$ cat config.mk
export PLATFORM = sky130hd
export DESIGN_NAME = poseidon_video_out
export DESIGN_NICKNAME = d
export VERILOG_FILES = /design/src/rtl/poseidon_video_out.sv
export SDC_FILE = /design/constraint.sdc
export NUM_CORES = 1
export LEC_CHECK = 0
export BUFFER_PORTS_ARGS = -buffer_cell sky130_fd_sc_hd__buf_2
export CELL_PAD_IN_SITES_DETAIL_PLACEMENT = 1
export CELL_PAD_IN_SITES_GLOBAL_PLACEMENT = 1
export CORE_ASPECT_RATIO = 1.4
export CORE_MARGIN = 2
export CORE_UTILIZATION = 43
export CTS_CLUSTER_SIZE = 20
export DETAILED_ROUTE_END_ITERATION = 10
export PLACE_DENSITY = 0.78
export SYNTH_ARGS = -nofsm -noshare
export SYNTH_HDL_FRONTEND = slang
export SYNTH_SLANG_ARGS = --single-unit
export TNS_END_PERCENT = 20
$ cat constraint.sdc
create_clock -name clk_sys -period 2.7 [get_ports clk_sys]
set_input_delay 0.27 -clock clk_sys [delete_from_list [all_inputs] [get_ports clk_sys]]
set_output_delay 0.27 -clock clk_sys [all_outputs]
set_load 0.03 [all_outputs]
$ cat src/rtl/poseidon_video_out.sv
`default_nettype none
// ============================================================================
//  Module   : poseidon_video_out
//  Purpose  : Board-side video output stage. Expands core colour to the VGA
//             and HDMI depths, delay-matches colour/sync/DE, normalises sync
//             polarity by measuring the incoming sync duty, and sequences the
//             HDMI transmitter reset.
//  Revision : 1.0  initial release
// ============================================================================
module poseidon_video_out #(
    parameter int IN_BITS    = 6,
    parameter int VGA_BITS   = 6,
    parameter int HDMI_BITS  = 8,
    parameter int PIPE       = 2,
    parameter int SYNC_POL   = 0,
    parameter int BLANK_ZERO = 1,
    parameter int RST_CYCLES = 1024
) (
    input  logic                 clk_sys,
    input  logic                 reset_n,
    input  logic [IN_BITS-1:0]   r_in,
    input  logic [IN_BITS-1:0]   g_in,
    input  logic [IN_BITS-1:0]   b_in,
    input  logic                 hs_in,
    input  logic                 vs_in,
    input  logic                 hblank,
    input  logic                 vblank,
    output logic [VGA_BITS-1:0]  VGA_R,
    output logic [VGA_BITS-1:0]  VGA_G,
    output logic [VGA_BITS-1:0]  VGA_B,
    output logic                 VGA_HS,
    output logic                 VGA_VS,
    output logic [HDMI_BITS-1:0] HDMI_R,
    output logic [HDMI_BITS-1:0] HDMI_G,
    output logic [HDMI_BITS-1:0] HDMI_B,
    output logic                 HDMI_HS,
    output logic                 HDMI_VS,
    output logic                 HDMI_DE,
    output logic                 HDMI_RST,
    output logic                 pol_locked
);

    localparam logic POL        = (SYNC_POL != 0);
    localparam logic BLANK_EN   = (BLANK_ZERO != 0);
    localparam int   RST_W      = $clog2(RST_CYCLES + 1);
    localparam logic [RST_W-1:0] RST_LIMIT = RST_W'(RST_CYCLES);

    // ------------------------------------------------------------------
    // Delay-matching pipeline
    // ------------------------------------------------------------------
    logic [IN_BITS-1:0] r_pipe [PIPE];
    logic [IN_BITS-1:0] g_pipe [PIPE];
    logic [IN_BITS-1:0] b_pipe [PIPE];
    logic [PIPE-1:0]    hs_pipe;
    logic [PIPE-1:0]    vs_pipe;
    logic [PIPE-1:0]    de_pipe;
    logic               de_raw;

    assign de_raw = ~(hblank | vblank);

    // Shift colour, sync and DE through PIPE stages; sync resets to the
    // inactive level of an active-low input so outputs start inactive.
    always_ff @(posedge clk_sys or negedge reset_n) begin
        if (!reset_n) begin
            for (int i = 0; i < PIPE; i++) begin
                r_pipe[i] <= '0;
                g_pipe[i] <= '0;
                b_pipe[i] <= '0;
            end
            hs_pipe <= '1;
            vs_pipe <= '1;
            de_pipe <= '0;
        end else begin
            r_pipe[0]  <= r_in;
            g_pipe[0]  <= g_in;
            b_pipe[0]  <= b_in;
            hs_pipe[0] <= hs_in;
            vs_pipe[0] <= vs_in;
            de_pipe[0] <= de_raw;
            for (int i = 1; i < PIPE; i++) begin
                r_pipe[i]  <= r_pipe[i-1];
                g_pipe[i]  <= g_pipe[i-1];
                b_pipe[i]  <= b_pipe[i-1];
                hs_pipe[i] <= hs_pipe[i-1];
                vs_pipe[i] <= vs_pipe[i-1];
                de_pipe[i] <= de_pipe[i-1];
            end
        end
    end

    logic [IN_BITS-1:0] r_last;
    logic [IN_BITS-1:0] g_last;
    logic [IN_BITS-1:0] b_last;
    logic               de_last;
    logic               blank;

    assign r_last  = r_pipe[PIPE-1];
    assign g_last  = g_pipe[PIPE-1];
    assign b_last  = b_pipe[PIPE-1];
    assign de_last = de_pipe[PIPE-1];
    assign blank   = BLANK_EN && !de_last;

    // ------------------------------------------------------------------
    // Bit-replicating colour expansion (pure wiring)
    // ------------------------------------------------------------------
    logic [VGA_BITS-1:0]  vga_r_exp,  vga_g_exp,  vga_b_exp;
    logic [HDMI_BITS-1:0] hdmi_r_exp, hdmi_g_exp, hdmi_b_exp;

    for (genvar k = 0; k < VGA_BITS; k++) begin : g_vga_bits
        localparam int SRC = IN_BITS - 1 - ((VGA_BITS - 1 - k) % IN_BITS);
        assign vga_r_exp[k] = r_last[SRC];
        assign vga_g_exp[k] = g_last[SRC];
        assign vga_b_exp[k] = b_last[SRC];
    end

    for (genvar k = 0; k < HDMI_BITS; k++) begin : g_hdmi_bits
        localparam int SRC = IN_BITS - 1 - ((HDMI_BITS - 1 - k) % IN_BITS);
        assign hdmi_r_exp[k] = r_last[SRC];
        assign hdmi_g_exp[k] = g_last[SRC];
        assign hdmi_b_exp[k] = b_last[SRC];
    end

    assign VGA_R  = blank ? '0 : vga_r_exp;
    assign VGA_G  = blank ? '0 : vga_g_exp;
    assign VGA_B  = blank ? '0 : vga_b_exp;
    assign HDMI_R = blank ? '0 : hdmi_r_exp;
    assign HDMI_G = blank ? '0 : hdmi_g_exp;
    assign HDMI_B = blank ? '0 : hdmi_b_exp;
    assign HDMI_DE = de_last;

    // ------------------------------------------------------------------
    // Sync polarity measurement
    // ------------------------------------------------------------------
    logic        hs_d, vs_d;
    logic        hs_rise, vs_rise;
    logic [11:0] h_hi_cnt, h_lo_cnt;
    logic [9:0]  v_hi_cnt, v_lo_cnt;
    logic        h_act_low, v_act_low;
    logic        h_seen, v_seen;

    assign hs_rise = hs_in & ~hs_d;
    assign vs_rise = vs_in & ~vs_d;

    // Previous-cycle sync levels for edge detection; idle-high avoids a
    // spurious edge straight out of reset.
    always_ff @(posedge clk_sys or negedge reset_n) begin
        if (!reset_n) begin
            hs_d <= 1'b1;
            vs_d <= 1'b1;
        end else begin
            hs_d <= hs_in;
            vs_d <= vs_in;
        end
    end

    // HS: count high/low cycles per line; on each rising edge the longer
    // level is taken as the idle level, then both counts restart.
    always_ff @(posedge clk_sys or negedge reset_n) begin
        if (!reset_n) begin
            h_hi_cnt  <= '0;
            h_lo_cnt  <= '0;
            h_act_low <= 1'b1;
            h_seen    <= 1'b0;
        end else if (hs_rise) begin
            if (h_hi_cnt > h_lo_cnt)
                h_act_low <= 1'b1;
            else if (h_lo_cnt > h_hi_cnt)
                h_act_low <= 1'b0;
            h_hi_cnt <= '0;
            h_lo_cnt <= '0;
            h_seen   <= 1'b1;
        end else if (hs_in) begin
            if (h_hi_cnt != 12'hFFF)
                h_hi_cnt <= h_hi_cnt + 12'd1;
        end else begin
            if (h_lo_cnt != 12'hFFF)
                h_lo_cnt <= h_lo_cnt + 12'd1;
        end
    end

    // VS: same scheme, counting lines (hs rising edges) instead of cycles.
    always_ff @(posedge clk_sys or negedge reset_n) begin
        if (!reset_n) begin
            v_hi_cnt  <= '0;
            v_lo_cnt  <= '0;
            v_act_low <= 1'b1;
            v_seen    <= 1'b0;
        end else if (vs_rise) begin
            if (v_hi_cnt > v_lo_cnt)
                v_act_low <= 1'b1;
            else if (v_lo_cnt > v_hi_cnt)
                v_act_low <= 1'b0;
            v_hi_cnt <= '0;
            v_lo_cnt <= '0;
            v_seen   <= 1'b1;
        end else if (hs_rise) begin
            if (vs_in) begin
                if (v_hi_cnt != 10'h3FF)
                    v_hi_cnt <= v_hi_cnt + 10'd1;
            end else begin
                if (v_lo_cnt != 10'h3FF)
                    v_lo_cnt <= v_lo_cnt + 10'd1;
            end
        end
    end

    // Lock flag rises together with the later of the two first updates.
    always_ff @(posedge clk_sys or negedge reset_n) begin
        if (!reset_n)
            pol_locked <= 1'b0;
        else if ((h_seen | hs_rise) & (v_seen | vs_rise))
            pol_locked <= 1'b1;
    end

    logic hs_out, vs_out;

    assign hs_out  = hs_pipe[PIPE-1] ^ ~(h_act_low ^ POL);
    assign vs_out  = vs_pipe[PIPE-1] ^ ~(v_act_low ^ POL);
    assign VGA_HS  = hs_out;
    assign HDMI_HS = hs_out;
    assign VGA_VS  = vs_out;
    assign HDMI_VS = vs_out;

    // ------------------------------------------------------------------
    // HDMI transmitter reset sequencer
    // ------------------------------------------------------------------
    logic [RST_W-1:0] rst_cnt;

    // Count cycles since reset release, stopping at the hold length.
    always_ff @(posedge clk_sys or negedge reset_n) begin
        if (!reset_n)
            rst_cnt <= '0;
        else if (rst_cnt != RST_LIMIT)
            rst_cnt <= rst_cnt + 1'b1;
    end

    assign HDMI_RST = (rst_cnt == RST_LIMIT);

endmodule
`default_nettype wire

# Word-level counts from Yosys, hierarchy flattened
# Cells that the tools add are included.
word_totals:
  romBits: 0
  ff_bits: 104
  wordCells: 90
  n_memories: 0
  out_inout_bits: 49
  latch_bits: 0
  ramBits: 0
  in_bits: 24
op_classes:
  order_cmp: 4
  bitwise: 13
  n_reduce_logical: 15
  div_mod_pow: 0
  n_mul: 0
  muxes: 24
  shifts: 0
  n_addsub: 5
  eq_ne: 8
op_table:
  columns: ["cell", "count"]
  rows:
  - ["2-to-1 mux 10 bit", 8]
  - ["2-to-1 mux 12 bit", 6]
  - ["adder 12 x 1 -> 12 bit, second input constant", 2]
  - ["greater-than comparator 12 bit", 2]
  - ["2-to-1 mux 8 bit", 3]
  - ["inequality test 12 bit, second input constant", 2]
  - ["adder 10 x 1 -> 10 bit, second input constant", 2]
  - ["greater-than comparator 10 bit", 2]
  - ["inequality test 10 bit, second input constant", 2]
  - ["2-to-1 mux 6 bit", 3]
  - ["nonzero test 2 bit", 9]
  - ["adder 11 x 1 -> 11 bit, second input constant", 1]
  - ["== test 11 bit, second input constant", 1]
  - ["inequality test 11 bit, second input constant", 1]
  - ["AND reduction 2 bit", 4]
  - ["AND reduction 3 bit", 2]
  - ["NOT 1 bit", 5]
  - ["2-to-1 mux 1 bit", 4]
  - ["inequality test 2 x 1 -> 1 bit, second input constant", 2]
  - ["AND 1 bit", 3]
  - ["bitwise OR 1 bit", 3]
  - ["XOR 1 bit", 2]

# Depth between registers and ports, before layout
# Gate-level depths: netlist of the first run.
logic_depth:
  ltp_word: 5
  ltp_mapped: 7
  depth_no_buf: 6

# Worst setup path after synthesis of the first run
# OpenSTA, ideal clock, no wires.
synth_timing:
  path_type: "flip-flop to output port"
  start: "reg rst_cnt[0]"
  end: "out HDMI_RST"
  t_arrival_ns: 2.090
  n_path_buf: 0
  required_time_ns: 2.430
  path_stages_with_launch: 5
  slack_ns: 0.340
  cell_sequence: "dfrtp_1 > inv_1 > ha_1 > or4bb_1 > nor4_1"
synth_via:
  elab_chain_cells: 1
synth_rtl:
  columns: ["item", "line", "text"]
  rows:
  - ["from (decl)", "227", "logic [RST_W-1:0] rst_cnt;"]
  - ["from (signal assigned)", "234", "rst_cnt <= rst_cnt + 1'b1;"]
  - ["== test 11 bit", "237", "assign HDMI_RST = (rst_cnt == RST_LIMIT);"]
  - ["to (decl)", "39", "output logic HDMI_RST,"]
# Every way passes these cells.

# Worst setup path in the final report of the first run
# Ends and elaborated chain as after synthesis.

==> reports/metrics.yaml, run 1 <==
worst_setup_path:
  cp.required_ps: 2430
  start_kind: "flip-flop"
  cp_max_fo: 5
  critPathKind: "flip-flop to output pin"
  worstSetupEndpointType: "output pin"
  cp.arrival_ps: 2000
synthesis:
  async_reset_ff_share_pct: 100
  synth-seq-area-share_pct: 50.6
  synth_cell_types: 61
  synth.most_common_cell: "dfrtp_1"
  syn_inst: 472
  synth_area_um2: 5060
  synthFlopType: "dfrtp_1"
  synth_edf_count: 0
  avgSynthCellArea_um2: 10.7
  synth_area_leaders: "dfrtp_1, ha_1, buf_4"
  synth_top_area_share_pct: 47.5
  yosys.area.top_type: "dfrtp_1"
  ys_warn_count: 0
  syn_nets: 524
  yosys-top-cells-count: "dfrtp_1, inv_1, nand2_1, ha_1"
  synth_seq_cells: 102
timing:
  finClkSkew_ps: 10.7
  setup_tns_ps: 0
  drv_slew: 0
  relSlewSlack_pct: 52.0
  finalHoldViolCount: 0
  worst_pin_slew_ps: 715
  timing.fmax_ghz: 0.441
  min_period_over_period_pct: 83.9
  setup_violations: 0
  fin_crit_ps: 2270
  hold_slack_ps: 10.3
  grt_setup_unrepaired: "no"
grt:
  grtUsageTotal_pct: 21.1
  overflow: 0
  grt_max_degree: 69
  grt_pass1_wl_um: 20700
  antenna_found_initial: 0
  grt_pass1_vias: 4204
cts:
  clockRootBuffer: "clkbuf_16"
  path_clk_slew_ps: 80
  worstSkewPairLatency_ps: 360
  cts_tree: "built"
  clockBufferDepth: 2
  cts.htree.levels: 3
  cts_resized: 0
  numCtsBuffers: 9
  cts_num_sinks: 102
floorplanning:
  dieArea_um2: 12700
  initial_core_util_pct: 44.4
  fp-row-count: 46
  io_pins: 73
  die_y_um: 132
  die_w_um: 95.7
  core_area_um2: 11400
detailed_routing:
  ant_nets: 0
  wirelength_um: 12100
  remaining_drc_errors: 0
  first_pass_iters: 4
  via_count: 3864
  wl_per_cell_um: 17.9
  vias_per_cell: 5.71
  drt_iter0_drc: 95
power_and_ir_drop:
  swShare_pct: 31.1
  peakVddDrop_mv: 0.301
  p_switching_mw: 1.19
  clock_power_share_pct: 36.6
  p_comb_share_pct: 16.9
  power_density_nw_per_um2: 662
  p_int_mw: 2.64
  power_mw: 3.82
  p_leak_nw: 2.67
  seq_power_share_pct: 46.4
layout:
  n_antenna_cell: 0
  final_nets: 580
  drive_gt1_share_pct: 22.3
  syn2layout_area_growth_pct: 14.2
  regArea_um2: 2560
  multi_input_comb_area_um2: 2140
  fillCellCount: 1267
hold_path:
  hold_class: "primary input to flip-flop"
flow_run:
  maxCapViolations: 0
placed_design:
  place_hpwl_um: 9000
  place.gp.congestion: 0.800
  portBuffers: 72
outcome:
  status: "finished, final reports clean"
final timing paths:
path | startpoint | to | slack, ps | cells past startpoint
setup / recovery | rst_cnt[0] | HDMI_RST | 430 | 5
hold / removal | b_in[3] | b_pipe[9] | 10 | 1
setup reg to reg | h_hi_cnt[0] | h_hi_cnt[0] | 540 | 5
hold reg to reg | b_pipe[8] | b_last[2] | 350 | 0
max in group asynchronous | reset_n | hs_pipe[0] | 1520 | 3
min in group asynchronous | reset_n | rst_cnt[1] | 410 | 2
critical path: stages, from the launching register on:
cell,delay (ps)
dfrtp_1,420
inv_1,130
ha_1,170
or4bb_1,470
nor4_1,210
buf_2,240
sequential cells by signal, indices dropped and copies added, names as in the netlist, 10 cells and up:
register	flops
rst_cnt	11
h_hi_cnt	12
v_lo_cnt	10
v_hi_cnt	10
h_lo_cnt	12
through the flow:
stage	cell area, um^2	util (%)	setup slack (ps)	instances
after CTS	5780	50.7	406	677
final	5780	50.7	434	677
after global placement	5420	47.6	715	658
after global routing	5780	50.7	285	677
after detailed placement	5420	47.6	609	658
after floorplan	5060	-	340	472
power by group through the flow:
| stage | clock network (mW) | registers (mW) | logic [mW] |
|---|---|---|---|
| floorplan | 0 | 1.76 | 0.474 |
| global placement | 0 | 1.79 | 0.619 |
| detailed placement | 0 | 1.81 | 0.648 |
| CTS | 1.44 | 1.78 | 0.658 |
| global route | 1.50 | 1.80 | 0.740 |
| finish | 1.40 | 1.78 | 0.647 |
layout by cell type, fill, tap and decap left out, drive strengths merged, types with 3 or more instances in the layout:
cell	count
dfrtp	96
buf	77
inv	35
nand2	31
ha	28
nand3	26
and2	20
o21ai	19
a21oi	18
nand4	14
xnor2	12
nor3	11
o31ai	11
and3	10
clkbuf	9
nor2	8
o211ai	7
a21o	7
a211oi	6
dfstp	6
or4	5
o41ai	5
mux2i	5
nor4	5
and4	5
nand2b	4
a22o	4
clkinv	4
xor2	3
nor2b	3
or3	3
a2111oi	3
mux2	3
o311ai	3
dlygate4sd3	3
per-layer routing:
metal	vias to the layer above	GRT usage [%]	wire [um]
met2	81	37.9	6760
met3	25	4.23	401
met1	1947	23.3	4550
li1	1811	-	-
met4	0	9.92	403
met5	-	0	0
cell families after synthesis:
logic type	share of synthesized area, %
simple gates	17.0
xor+xnor	2.75
buf+inv	7.05
compound gates	14.0
flops	50.6
fa+ha+maj	6.93
mux	1.66
what timing repair did:
item                      in CTS  in global routing
hold buffers                   3                  0
setup buffers                  0                  0
hold endpoints to repair      34                  0
layout make-up:
cell class / instances / area share [%]
clock buffer: 9 / 3.90
clock inverter: 7 / 1.78
sequential: 102 / 44.3
tap: 144 / 3.12
inverter: 33 / 2.14
timing repair buffer: 80 / 7.67
multi-input combinational: 302 / 37.1
Note: power is estimated with default switching activity, not from simulation.
==> run 2, diff against run 1 <==
- CORE_UTILIZATION: 43 -> 41
- clock period: 2.7 -> 1.9 ns (I/O delays scaled with it)
==> run 2 against run 1 <==
The flow now finishes with violations (negative setup slack). Register-to-register slack lost 450 ps. First-iteration DRC count grew 35%. Cell area grew 7.3%.
==> reports/metrics.yaml, run 2 (synthesis gave the netlist of run 1 again) <==
timing:
  timing.fmax_ghz: 0.519
  setup_violations: 1
  fin_ws_ps: -26.5
  setup_tns_ps: -26.5
  finalHoldViolCount: 0
  hold_slack_ps: 201
  worst_pin_slew_ps: 499
  min_period_over_period_pct: 101
  drv_slew: 0
  fin_crit_ps: 1930
  relSlewSlack_pct: 66.4
  grt_setup_unrepaired: "yes"
  finClkSkew_ps: 8.93
grt:
  overflow: 0
  grtUsageTotal_pct: 21.9
  grt_max_degree: 34
  antenna_found_initial: 0
  grt_pass1_wl_um: 23200
  grt_pass1_vias: 4607
floorplanning:
  fp-row-count: 48
  die_w_um: 97.9
  die_y_um: 135
  io_pins: 73
  core_area_um2: 12200
  initial_core_util_pct: 41.5
  dieArea_um2: 13300
placed_design:
  dpl_cell_area_um2: 5610
  post-place-ws_ps: 55.6
  portBuffers: 72
  place.gp.congestion: 0.774
  place_hpwl_um: 9470
  dp.cells: 686
layout:
  regArea_um2: 2560
  drive_gt1_share_pct: 26.8
  final_area_um2: 6200
  final_cell_mix: "dfrtp_1, buf_2, buf_4"
  multi_input_comb_area_um2: 2190
  mostFrequentLayoutCell: "dfrtp_1"
  fillCellCount: 1364
  largest_registers: "h_hi_cnt x12, h_lo_cnt x12, rst_cnt x11"
  final_nets: 626
  syn2layout_area_growth_pct: 22.5
  n_antenna_cell: 0
  fin_cells: 729
detailed_routing:
  wl_per_cell_um: 19.0
  first_pass_iters: 4
  vias_per_cell: 5.60
  drt_iter0_drc: 128
  wirelength_um: 13900
  remaining_drc_errors: 0
  ant_nets: 0
  via_count: 4081
worst_setup_path:
  cp.arrival_ps: 1740
  timing.rr.end: "h_hi_cnt[0]"
  worstSetupEndpointType: "output pin"
  critPathKind: "flip-flop to output pin"
  cp_max_fo: 2
  r2r_slack_ps: 90
  cp.required_ps: 1710
  reg2reg_depth: 4
  start_kind: "flip-flop"
  r2r-start: "hs_pipe[0]"
hold_path:
  holdPathEnd: "h_lo_cnt[2]"
  worstHoldStart: "hs_in"
  hold_class: "primary input to flip-flop"
  whs_path_depth: 2
cts:
  cts_tree: "built"
  clockRootBuffer: "clkbuf_16"
  cts_num_sinks: 102
  cts.htree.levels: 3
  worstSkewPairLatency_ps: 360
  path_clk_slew_ps: 70
  clockBufferDepth: 2
  numCtsBuffers: 9
flow_run:
  maxCapViolations: 0
power_and_ir_drop:
  p_leak_nw: 2.87
  peakVddDrop_mv: 0.412
  power_density_nw_per_um2: 877
outcome:
  status: "finished with violations"
  violations: "negative setup slack"
[run 2: stage by stage]
stage	utilization, %	total power [mW]
2_1_floorplan	-	3.18
3_3_place_gp	46.0	3.46
3_5_place_dp	46.0	3.55
4_1_cts	50.7	5.47
5_1_grt	50.8	5.73
6_report	50.8	5.43
[run 2: critical path: stages, from the launching register on]
cell and delay [ps]:
dfrtp_1 400, inv_2 90, ha_4 120, or4bb_4 460, nor4_4 150, buf_6 160
[run 2: final cells by class]
| cell class | count | share of cell area (%) |
|---|---|---|
| flip-flops and latches | 102 | 41.3 |
| multi-input cells | 302 | 35.3 |
| repair buffers | 126 | 13.6 |
| clock buffers | 10 | 3.86 |
| well taps | 150 | 3.03 |
| inverters | 33 | 2.00 |
| clock inverters | 6 | 0.929 |
[run 2: worst max path at each step]
stage	from	endpoint	slack [ps]	depth (start not counted)
2_1_floorplan	hs_pipe[0]	h_hi_cnt[0]	-5	5
3_3_place_gp	rst_cnt[1]	HDMI_RST	110	5
3_5_place_dp	rst_cnt[1]	HDMI_RST	60	5
4_1_cts	rst_cnt[0]	HDMI_RST	-40	5
5_1_grt	rst_cnt[0]	HDMI_RST	-90	5
6_report	rst_cnt[1]	HDMI_RST	-30	5
[run 2: repair_timing]
item                                    CTS  global route
pin swaps                                 2             1
hold buffers                             22             0
hold endpoints to repair                 44             0
endpoints found under the setup margin    1             7
gates resized for setup                   7             4
setup buffers                             6             0
[run 2: where the power goes]
| part | total, mW | leakage [nW] | internal [mW] | switching, mW |
|---|---|---|---|---|
| registers | 2.49 | 1.26 | 2.35 | 0.149 |
| logic | 1.06 | 1.46 | 0.409 | 0.648 |
| clock network | 1.88 | 0.148 | 0.962 | 0.921 |
| total | 5.43 | 2.87 | 3.72 | 1.72 |
[run 2: routing by layer]
metal | GRT usage [%] | wire (um) | up-vias
met4 | 11.4 | 558 | 0
met2 | 41.6 | 7800 | 79
met5 | 0 | 0 | -
met3 | 2.99 | 371 | 36
li1 | - | - | 1898
met1 | 23.4 | 5130 | 2068
